$ cat src/rtl/decode_pkg.sv
// Shared decode-stage definitions: immediate formats, bubble instruction
// and the RISC-V register-field bit positions.
package decode_pkg;

    typedef enum logic [2:0] {
        IMM_I = 3'b000,
        IMM_S = 3'b001,
        IMM_B = 3'b010,
        IMM_U = 3'b011,
        IMM_J = 3'b100
    } imm_src_e;

    // addi x0,x0,0 -- the canonical bubble
    localparam logic [31:0] NOP_INSTR_RV = 32'h0000_0013;

    // Register fields are always 5 bits wide in the encoding
    localparam int FIELD_W = 5;
    localparam int RD_LSB  = 7;
    localparam int RS1_LSB = 15;
    localparam int RS2_LSB = 20;

endpackage

$ cat src/rtl/decode_stage_p_regfile.sv
// Register file with x0 hardwired to zero, write-first read bypass and a
// non-bypassed tap of x10 for test visibility.
module regfile_p #(
    parameter int DATA_WIDTH = 32,
    parameter int ADDR_WIDTH = 5
) (
    input  logic                  clk,
    input  logic                  rst_n,
    input  logic                  we_i,
    input  logic [ADDR_WIDTH-1:0] waddr_i,
    input  logic [DATA_WIDTH-1:0] wdata_i,
    input  logic [ADDR_WIDTH-1:0] raddr1_i,
    input  logic [ADDR_WIDTH-1:0] raddr2_i,
    output logic [DATA_WIDTH-1:0] rdata1_o,
    output logic [DATA_WIDTH-1:0] rdata2_o,
    output logic [DATA_WIDTH-1:0] a0_o
);
    localparam int NREGS = 2 ** ADDR_WIDTH;

    logic [DATA_WIDTH-1:0] regs_q [NREGS];
    logic [DATA_WIDTH-1:0] regs_d [NREGS];
    logic                  wr_en;

    // x0 is never written, so its reset value of zero persists
    assign wr_en = we_i && (waddr_i != '0);

    // Next-state of the register array: one writeback port
    always_comb begin
        regs_d = regs_q;
        if (wr_en) begin
            regs_d[waddr_i] = wdata_i;
        end
    end

    // Register storage, cleared asynchronously
    always_ff @(posedge clk or negedge rst_n) begin
        if (!rst_n) begin
            for (int i = 0; i < NREGS; i++) begin
                regs_q[i] <= '0;
            end
        end else begin
            regs_q <= regs_d;
        end
    end

    // Reads: a writeback to the same register this cycle is forwarded
    always_comb begin
        rdata1_o = regs_q[raddr1_i];
        rdata2_o = regs_q[raddr2_i];
        if (wr_en && (waddr_i == raddr1_i)) rdata1_o = wdata_i;
        if (wr_en && (waddr_i == raddr2_i)) rdata2_o = wdata_i;
    end

    assign a0_o = regs_q[10];

endmodule

$ cat src/rtl/decode_stage_p.sv
// Decode stage: IF/ID pipeline register, register file and immediate
// extension. Operands and immediate are combinational from IF/ID.
module decode_stage_p
    import decode_pkg::*;
#(
    parameter int          DATA_WIDTH = 32,
    parameter int          ADDR_WIDTH = 5,
    parameter logic [31:0] NOP_INSTR  = NOP_INSTR_RV
) (
    input  logic                  clk,
    input  logic                  rst_n,
    input  logic                  StallD_i,
    input  logic                  FlushD_i,
    input  logic [31:0]           InstrF_i,
    input  logic [DATA_WIDTH-1:0] PCF_i,
    input  logic [DATA_WIDTH-1:0] PCPlus4F_i,
    input  logic [2:0]            ImmSrcD_i,
    input  logic                  RegWriteW_i,
    input  logic [ADDR_WIDTH-1:0] RdW_i,
    input  logic [DATA_WIDTH-1:0] ResultW_i,
    output logic [31:0]           InstrD_o,
    output logic                  ValidD_o,
    output logic [DATA_WIDTH-1:0] PCD_o,
    output logic [DATA_WIDTH-1:0] PCPlus4D_o,
    output logic [ADDR_WIDTH-1:0] Rs1D_o,
    output logic [ADDR_WIDTH-1:0] Rs2D_o,
    output logic [ADDR_WIDTH-1:0] RdD_o,
    output logic                  IllegalRegD_o,
    output logic [DATA_WIDTH-1:0] RD1D_o,
    output logic [DATA_WIDTH-1:0] RD2D_o,
    output logic [DATA_WIDTH-1:0] ImmExtD_o,
    output logic [DATA_WIDTH-1:0] a0_o
);
    logic [31:0]           instr_q,   instr_d;
    logic                  valid_q,   valid_d;
    logic [DATA_WIDTH-1:0] pc_q,      pc_d;
    logic [DATA_WIDTH-1:0] pcplus4_q, pcplus4_d;
    logic signed [31:0]    imm32;

    // Sign-extend a 32-bit immediate to the datapath width
    function automatic logic [DATA_WIDTH-1:0] sext32(input logic signed [31:0] v);
        logic signed [DATA_WIDTH-1:0] w;
        w = DATA_WIDTH'(v);
        return w;
    endfunction

    // IF/ID next state: flush beats stall beats load
    always_comb begin
        instr_d   = instr_q;
        valid_d   = valid_q;
        pc_d      = pc_q;
        pcplus4_d = pcplus4_q;
        if (FlushD_i) begin
            instr_d   = NOP_INSTR;
            valid_d   = 1'b0;
            pc_d      = '0;
            pcplus4_d = '0;
        end else if (!StallD_i) begin
            instr_d   = InstrF_i;
            valid_d   = 1'b1;
            pc_d      = PCF_i;
            pcplus4_d = PCPlus4F_i;
        end
    end

    // IF/ID pipeline register
    always_ff @(posedge clk or negedge rst_n) begin
        if (!rst_n) begin
            instr_q   <= NOP_INSTR;
            valid_q   <= 1'b0;
            pc_q      <= '0;
            pcplus4_q <= '0;
        end else begin
            instr_q   <= instr_d;
            valid_q   <= valid_d;
            pc_q      <= pc_d;
            pcplus4_q <= pcplus4_d;
        end
    end

    assign InstrD_o   = instr_q;
    assign ValidD_o   = valid_q;
    assign PCD_o      = pc_q;
    assign PCPlus4D_o = pcplus4_q;

    // Indices are truncated for narrow register files; the dropped top bit
    // is what flags an out-of-range reference
    assign Rs1D_o = instr_q[RS1_LSB +: ADDR_WIDTH];
    assign Rs2D_o = instr_q[RS2_LSB +: ADDR_WIDTH];
    assign RdD_o  = instr_q[RD_LSB  +: ADDR_WIDTH];

    assign IllegalRegD_o = (ADDR_WIDTH < FIELD_W) && valid_q &&
                           (instr_q[RD_LSB  + FIELD_W - 1] ||
                            instr_q[RS1_LSB + FIELD_W - 1] ||
                            instr_q[RS2_LSB + FIELD_W - 1]);

    // Immediate assembly; every format takes its sign from instr[31]
    always_comb begin
        imm32 = '0;
        case (imm_src_e'(ImmSrcD_i))
            IMM_I:   imm32 = {{20{instr_q[31]}}, instr_q[31:20]};
            IMM_S:   imm32 = {{20{instr_q[31]}}, instr_q[31:25], instr_q[11:7]};
            IMM_B:   imm32 = {{20{instr_q[31]}}, instr_q[7], instr_q[30:25],
                              instr_q[11:8], 1'b0};
            IMM_U:   imm32 = {instr_q[31:12], 12'b0};
            IMM_J:   imm32 = {{12{instr_q[31]}}, instr_q[19:12], instr_q[20],
                              instr_q[30:21], 1'b0};
            default: imm32 = '0;
        endcase
    end

    assign ImmExtD_o = sext32(imm32);

    regfile_p #(
        .DATA_WIDTH (DATA_WIDTH),
        .ADDR_WIDTH (ADDR_WIDTH)
    ) u_regfile (
        .clk      (clk),
        .rst_n    (rst_n),
        .we_i     (RegWriteW_i),
        .waddr_i  (RdW_i),
        .wdata_i  (ResultW_i),
        .raddr1_i (Rs1D_o),
        .raddr2_i (Rs2D_o),
        .rdata1_o (RD1D_o),
        .rdata2_o (RD2D_o),
        .a0_o     (a0_o)
    );

endmodule

$ cat config.mk
export PLATFORM = sky130hd
export DESIGN_NAME = decode_stage_p
export DESIGN_NICKNAME = d
export VERILOG_FILES = /design/src/rtl/decode_pkg.sv /design/src/rtl/decode_stage_p_regfile.sv /design/src/rtl/decode_stage_p.sv
export SDC_FILE = /design/constraint.sdc
export NUM_CORES = 2
export LEC_CHECK = 0
export CORE_MARGIN = 2
export CORE_UTILIZATION = 30
export DETAILED_ROUTE_END_ITERATION = 8
export DONT_BUFFER_PORTS = 1
export GPL_ROUTABILITY_DRIVEN = 0
export HOLD_SLACK_MARGIN = 0.12
export SLEW_MARGIN = 5
export SYNTH_ARGS = -nofsm -noshare
export SYNTH_HDL_FRONTEND = slang
export SYNTH_HIERARCHICAL = 1
export SYNTH_SLANG_ARGS = --single-unit
$ cat constraint.sdc
create_clock -name clk -period 2.3 [get_ports clk]
set_input_delay 0.46 -clock clk [delete_from_list [all_inputs] [get_ports clk]]
set_output_delay 0.46 -clock clk [all_outputs]
set_load 0.02 [all_outputs]
==> results.sh <==
export IMPL_finalPower_uw=59400
export IMPL_start_util_pct=30.1
export IMPL_clockBufferDepth=3
export IMPL_syn_area_per_cell_um2=15.0
export IMPL_via_per_inst=5.60
export IMPL_ant_nets=0
export IMPL_pre_cts_slack_ps=-1680
export IMPL_holdWs_ps=-574
export IMPL_cp_slowest_cell="or4_4"
export IMPL_syn_area_mm2=0.0585
export IMPL_rsz0062_at_grt="yes"
export IMPL_setup_violations=78
export IMPL_pin_count=382
export IMPL_max_stage_delay_ps=580
export IMPL_portBuffers=0
export IMPL_ys_warn_count=6
export IMPL_ys_async_sr_fraction_pct=100
export IMPL_finalClockSkew_ps=0
export IMPL_peakVddDrop_mv=0.607
export IMPL_hp_class="input pin to async pin"
export IMPL_cts_hold_buf=279
export IMPL_crit_buf_inv=4
export IMPL_fp_row_count=162
export IMPL_die_h_um=446
export IMPL_die_x_um=446
export IMPL_globalRouteOverflowTotal=0
export IMPL_cp_max_fo=8
export IMPL_drt_total_wl_um=207000
export IMPL_fill_cells=17621
export IMPL_stdcell_count=7046
export IMPL_finalCritPeriodShare_pct=156
export IMPL_clock_latency_ps=770
export IMPL_worstMarginPinSlew_ps=1240
export IMPL_grt_pass1_wl_um=293000
export IMPL_post_drt_wl_per_cell_um=29.4
export IMPL_cp_start_kind="register"
export IMPL_synthSimpleGateAreaFrac_pct=2.77
export IMPL_fin_area_mm2=0.0761
export IMPL_ys_seq_elements=1121
export IMPL_grt_pass1_vias=40961
export IMPL_drtIter0Drc=3428
export IMPL_synth_compound_area_share_pct=3.35
export IMPL_p_seq_share_pct=43.7
export IMPL_dp_cells=6426
export IMPL_cts_tree="yes"
export IMPL_clock_sinks=1121
export IMPL_syn_inst=3902
export IMPL_synth_top_area_share_pct=47.8
export IMPL_core_mm2=0.194
export IMPL_p_leak_uw=0.0320
export IMPL_synth_mux_area_share_pct=41.2
export IMPL_synth_nets=4043
export IMPL_maxCapViolCount=0
export IMPL_finalNetCount=4545
export IMPL_relSlewSlack_pct=17.0
export IMPL_synth_xor_area_share_pct=0.150
export IMPL_area_growth_pct=30.0
export IMPL_grt_max_degree=141
export IMPL_netSwitchingPower_uw=16800
export IMPL_worstPathRequired_ps=1840
export IMPL_clkPwrFrac_pct=33.1
export IMPL_synth_area_leaders="dfrtp_1 48%, mux2_2 20%, mux4_2 20%"
export IMPL_yosysSeqAreaShare_pct=47.9
export IMPL_synth_top_flop_cell="dfrtp_1"
export IMPL_status="complete, but fails checks"
export IMPL_layout_drive_gt1_share_pct=58.9
export IMPL_final_hold_violation_count=277
export IMPL_grt_usage_pct=20.1
export IMPL_antenna_found_initial=6
export IMPL_synth_edf_count=0
export IMPL_drc=0
export IMPL_p_per_area_mw_per_mm2=781
export IMPL_crit_chain="buf_12, buf_16, buf_4, mux4_2, o22ai_2, or4_4, mux2i_4, buf_12"
export IMPL_swShare_pct=28.3
export IMPL_cts_buffers=116
export IMPL_cts_max_level=3
export IMPL_power_frac_comb_pct=23.1
export IMPL_clockRootBuffer="clkbuf_16"
export IMPL_dieArea_mm2=0.199
export IMPL_first_pass_iters=7
export IMPL_critPathCaptureType="primary output"
export IMPL_period_needed_ps=3590
export IMPL_crit_type="register to primary output"
export IMPL_fmax_ghz=0.279
export IMPL_cp_common_cell="buf_12"
export IMPL_synth_cell_types=51
export IMPL_synth_top_family_by_area="multiplexers"
export IMPL_dp_hpwl_um=127000
export IMPL_placed_area_mm2=0.0649
export IMPL_worstPathArrival_ps=3130
export IMPL_vias=39437
export IMPL_finalWorstSetupSlack_ps=-1290
export IMPL_fin_util_pct=39.1
export IMPL_path_delay_family="buffers and inverters"
export IMPL_slew_viol_final=0
export IMPL_synth_adder_area_share_pct=0.0192
export IMPL_path_clk_slew_ps=60
export IMPL_yosysTopAreaCell="dfrtp_1"
export IMPL_intPower_uw=42600
export IMPL_violations="hold timing, setup timing"
## logic make-up (layout without fill, tap and decap cells)
group / count (synthesis) / count (layout)
multiplexers: 1641 / 1641
AND/OR/NAND/NOR: 311 / 312
AO/OA/AOI/OAI: 319 / 319
XOR/XNOR: 10 / 10
buffers and inverters: 498 / 1094
flip-flops: 1121 / 1121
adder cells (fa/ha/maj): 1 / 1
other: 1 / 6
## power groups by stage
stage	sequential (uW)	combinational (uW)	clock, uW
after floorplan	25300	8830	0
after global placement	25900	11200	0
after detailed placement	26200	11400	0
after CTS	25800	12800	20000
after global routing	26400	14400	20800
final	26000	13700	19700
## synthesized netlist by cell type (all sizes together) (2+ instances only)
| library cell | instances |
|---|---|
| o21ai | 28 |
| and3 | 2 |
| inv | 5 |
| nor2b | 17 |
| or4 | 2 |
| nand2 | 60 |
| o211ai | 2 |
| o22ai | 257 |
| buf | 297 |
| and3b | 3 |
| nand3b | 11 |
| a21oi | 22 |
| or3b | 7 |
| and2 | 3 |
| clkbuf | 196 |
| dfstp | 3 |
| mux4 | 511 |
| xnor2 | 6 |
| or3 | 2 |
| mux2 | 1033 |
| a22oi | 2 |
| nor4 | 62 |
| a211o | 3 |
| nor3b | 6 |
| or4b | 2 |
| xor2 | 4 |
| nor3 | 2 |
| nand3 | 13 |
| mux2i | 97 |
| dfrtp | 1118 |
| nor2 | 115 |
## cell usage in the layout (no fill, tap or decap), types with 6 or more instances in the layout
| master | instances |
|---|---|
| mux2i_1 | 95 |
| nor4_4 | 24 |
| clkinv_2 | 21 |
| nand2_1 | 43 |
| nor4_2 | 25 |
| nand2_2 | 17 |
| a21oi_2 | 11 |
| or3b_2 | 6 |
| buf_8 | 12 |
| mux2_4 | 59 |
| nor2b_1 | 11 |
| dfrtp_1 | 1107 |
| nor4_1 | 13 |
| o21ai_0 | 23 |
| dfrtp_2 | 7 |
| buf_4 | 338 |
| o22ai_4 | 34 |
| o22ai_2 | 132 |
| nor2_4 | 16 |
| nor2_1 | 99 |
| o22ai_1 | 91 |
| buf_16 | 39 |
| dlygate4sd3_1 | 265 |
| mux2_1 | 9 |
| bufinv_16 | 8 |
| nand3b_1 | 11 |
| mux4_2 | 511 |
| a21oi_1 | 10 |
| nor2b_4 | 6 |
| buf_12 | 157 |
| mux2_2 | 965 |
| buf_6 | 42 |
| nand3_1 | 9 |
| clkbuf_1 | 22 |
| clkbuf_16 | 136 |
| clkbuf_8 | 33 |
## what timing repair did
| action | CTS | global route |
|---|---|---|
| gates cloned | 14 | 19 |
| endpoints found under the hold margin | 1358 | 277 |
| gates resized for setup | 208 | 257 |
| pin swaps | 10 | 40 |
| setup endpoints to repair | 540 | 303 |
| setup buffers | 11 | 94 |
## flip-flops by register name, summed over array words and instances, names as in the netlist
name,flops
InstrD_o,32
PCD_o,32
PCPlus4D_o,32
ValidD_o,1
u_regfile/a0_o,32
u_regfile/regs_q,992
## metrics by stage
step	hold WS [ps]	setup TNS [ps]
finish	-574	-76990
floorplan	164	-5890
CTS	-640	-81600
global route	-606	-81750
detailed placement	181	-904570
global placement	182	-878220
## cell type report
cell class	instances	area [um^2]	area share [%]
well taps	2542	3180	4.18
clock buffers	172	3460	4.55
clock inverters	41	497	0.653
flip-flops and latches	1121	28100	36.9
repair buffers	876	10600	14.0
diodes	5	12.5	0.0164
inverters	5	18.8	0.0247
multi-input cells	2284	30200	39.7
## metal layers
metal	GRT usage [%]	vias to the layer above	wire (um)
met5	0	-	0
met4	9.64	0	11300
met3	3.64	411	13400
met2	32.8	1434	99600
met1	25.7	21564	83000
li1	-	16028	-
## worst paths after layout
path	from	endpoint	slack (ps)	cells after the start
max in group asynchronous	rst_n	u_regfile/regs_q[872]$_DFFE_PN0P_	310	4
worst min register to register	u_regfile/regs_q[1009]$_DFFE_PN0P_	u_regfile/regs_q[1009]$_DFFE_PN0P_	390	0
min in group clk	StallD_i	InstrD_o[1]$_DFFE_PN1P_	280	3
worst max register to register	InstrD_o[21]$_DFFE_PN0P_	InstrD_o[21]$_DFFE_PN0P_	180	5
worst max-delay path	InstrD_o[15]$_DFFE_PN0P_	RD1D_o[19]	-1290	8
worst min-delay path	rst_n	u_regfile/regs_q[733]$_DFFE_PN0P_	-570	0
(Power assumes the default switching activity.)
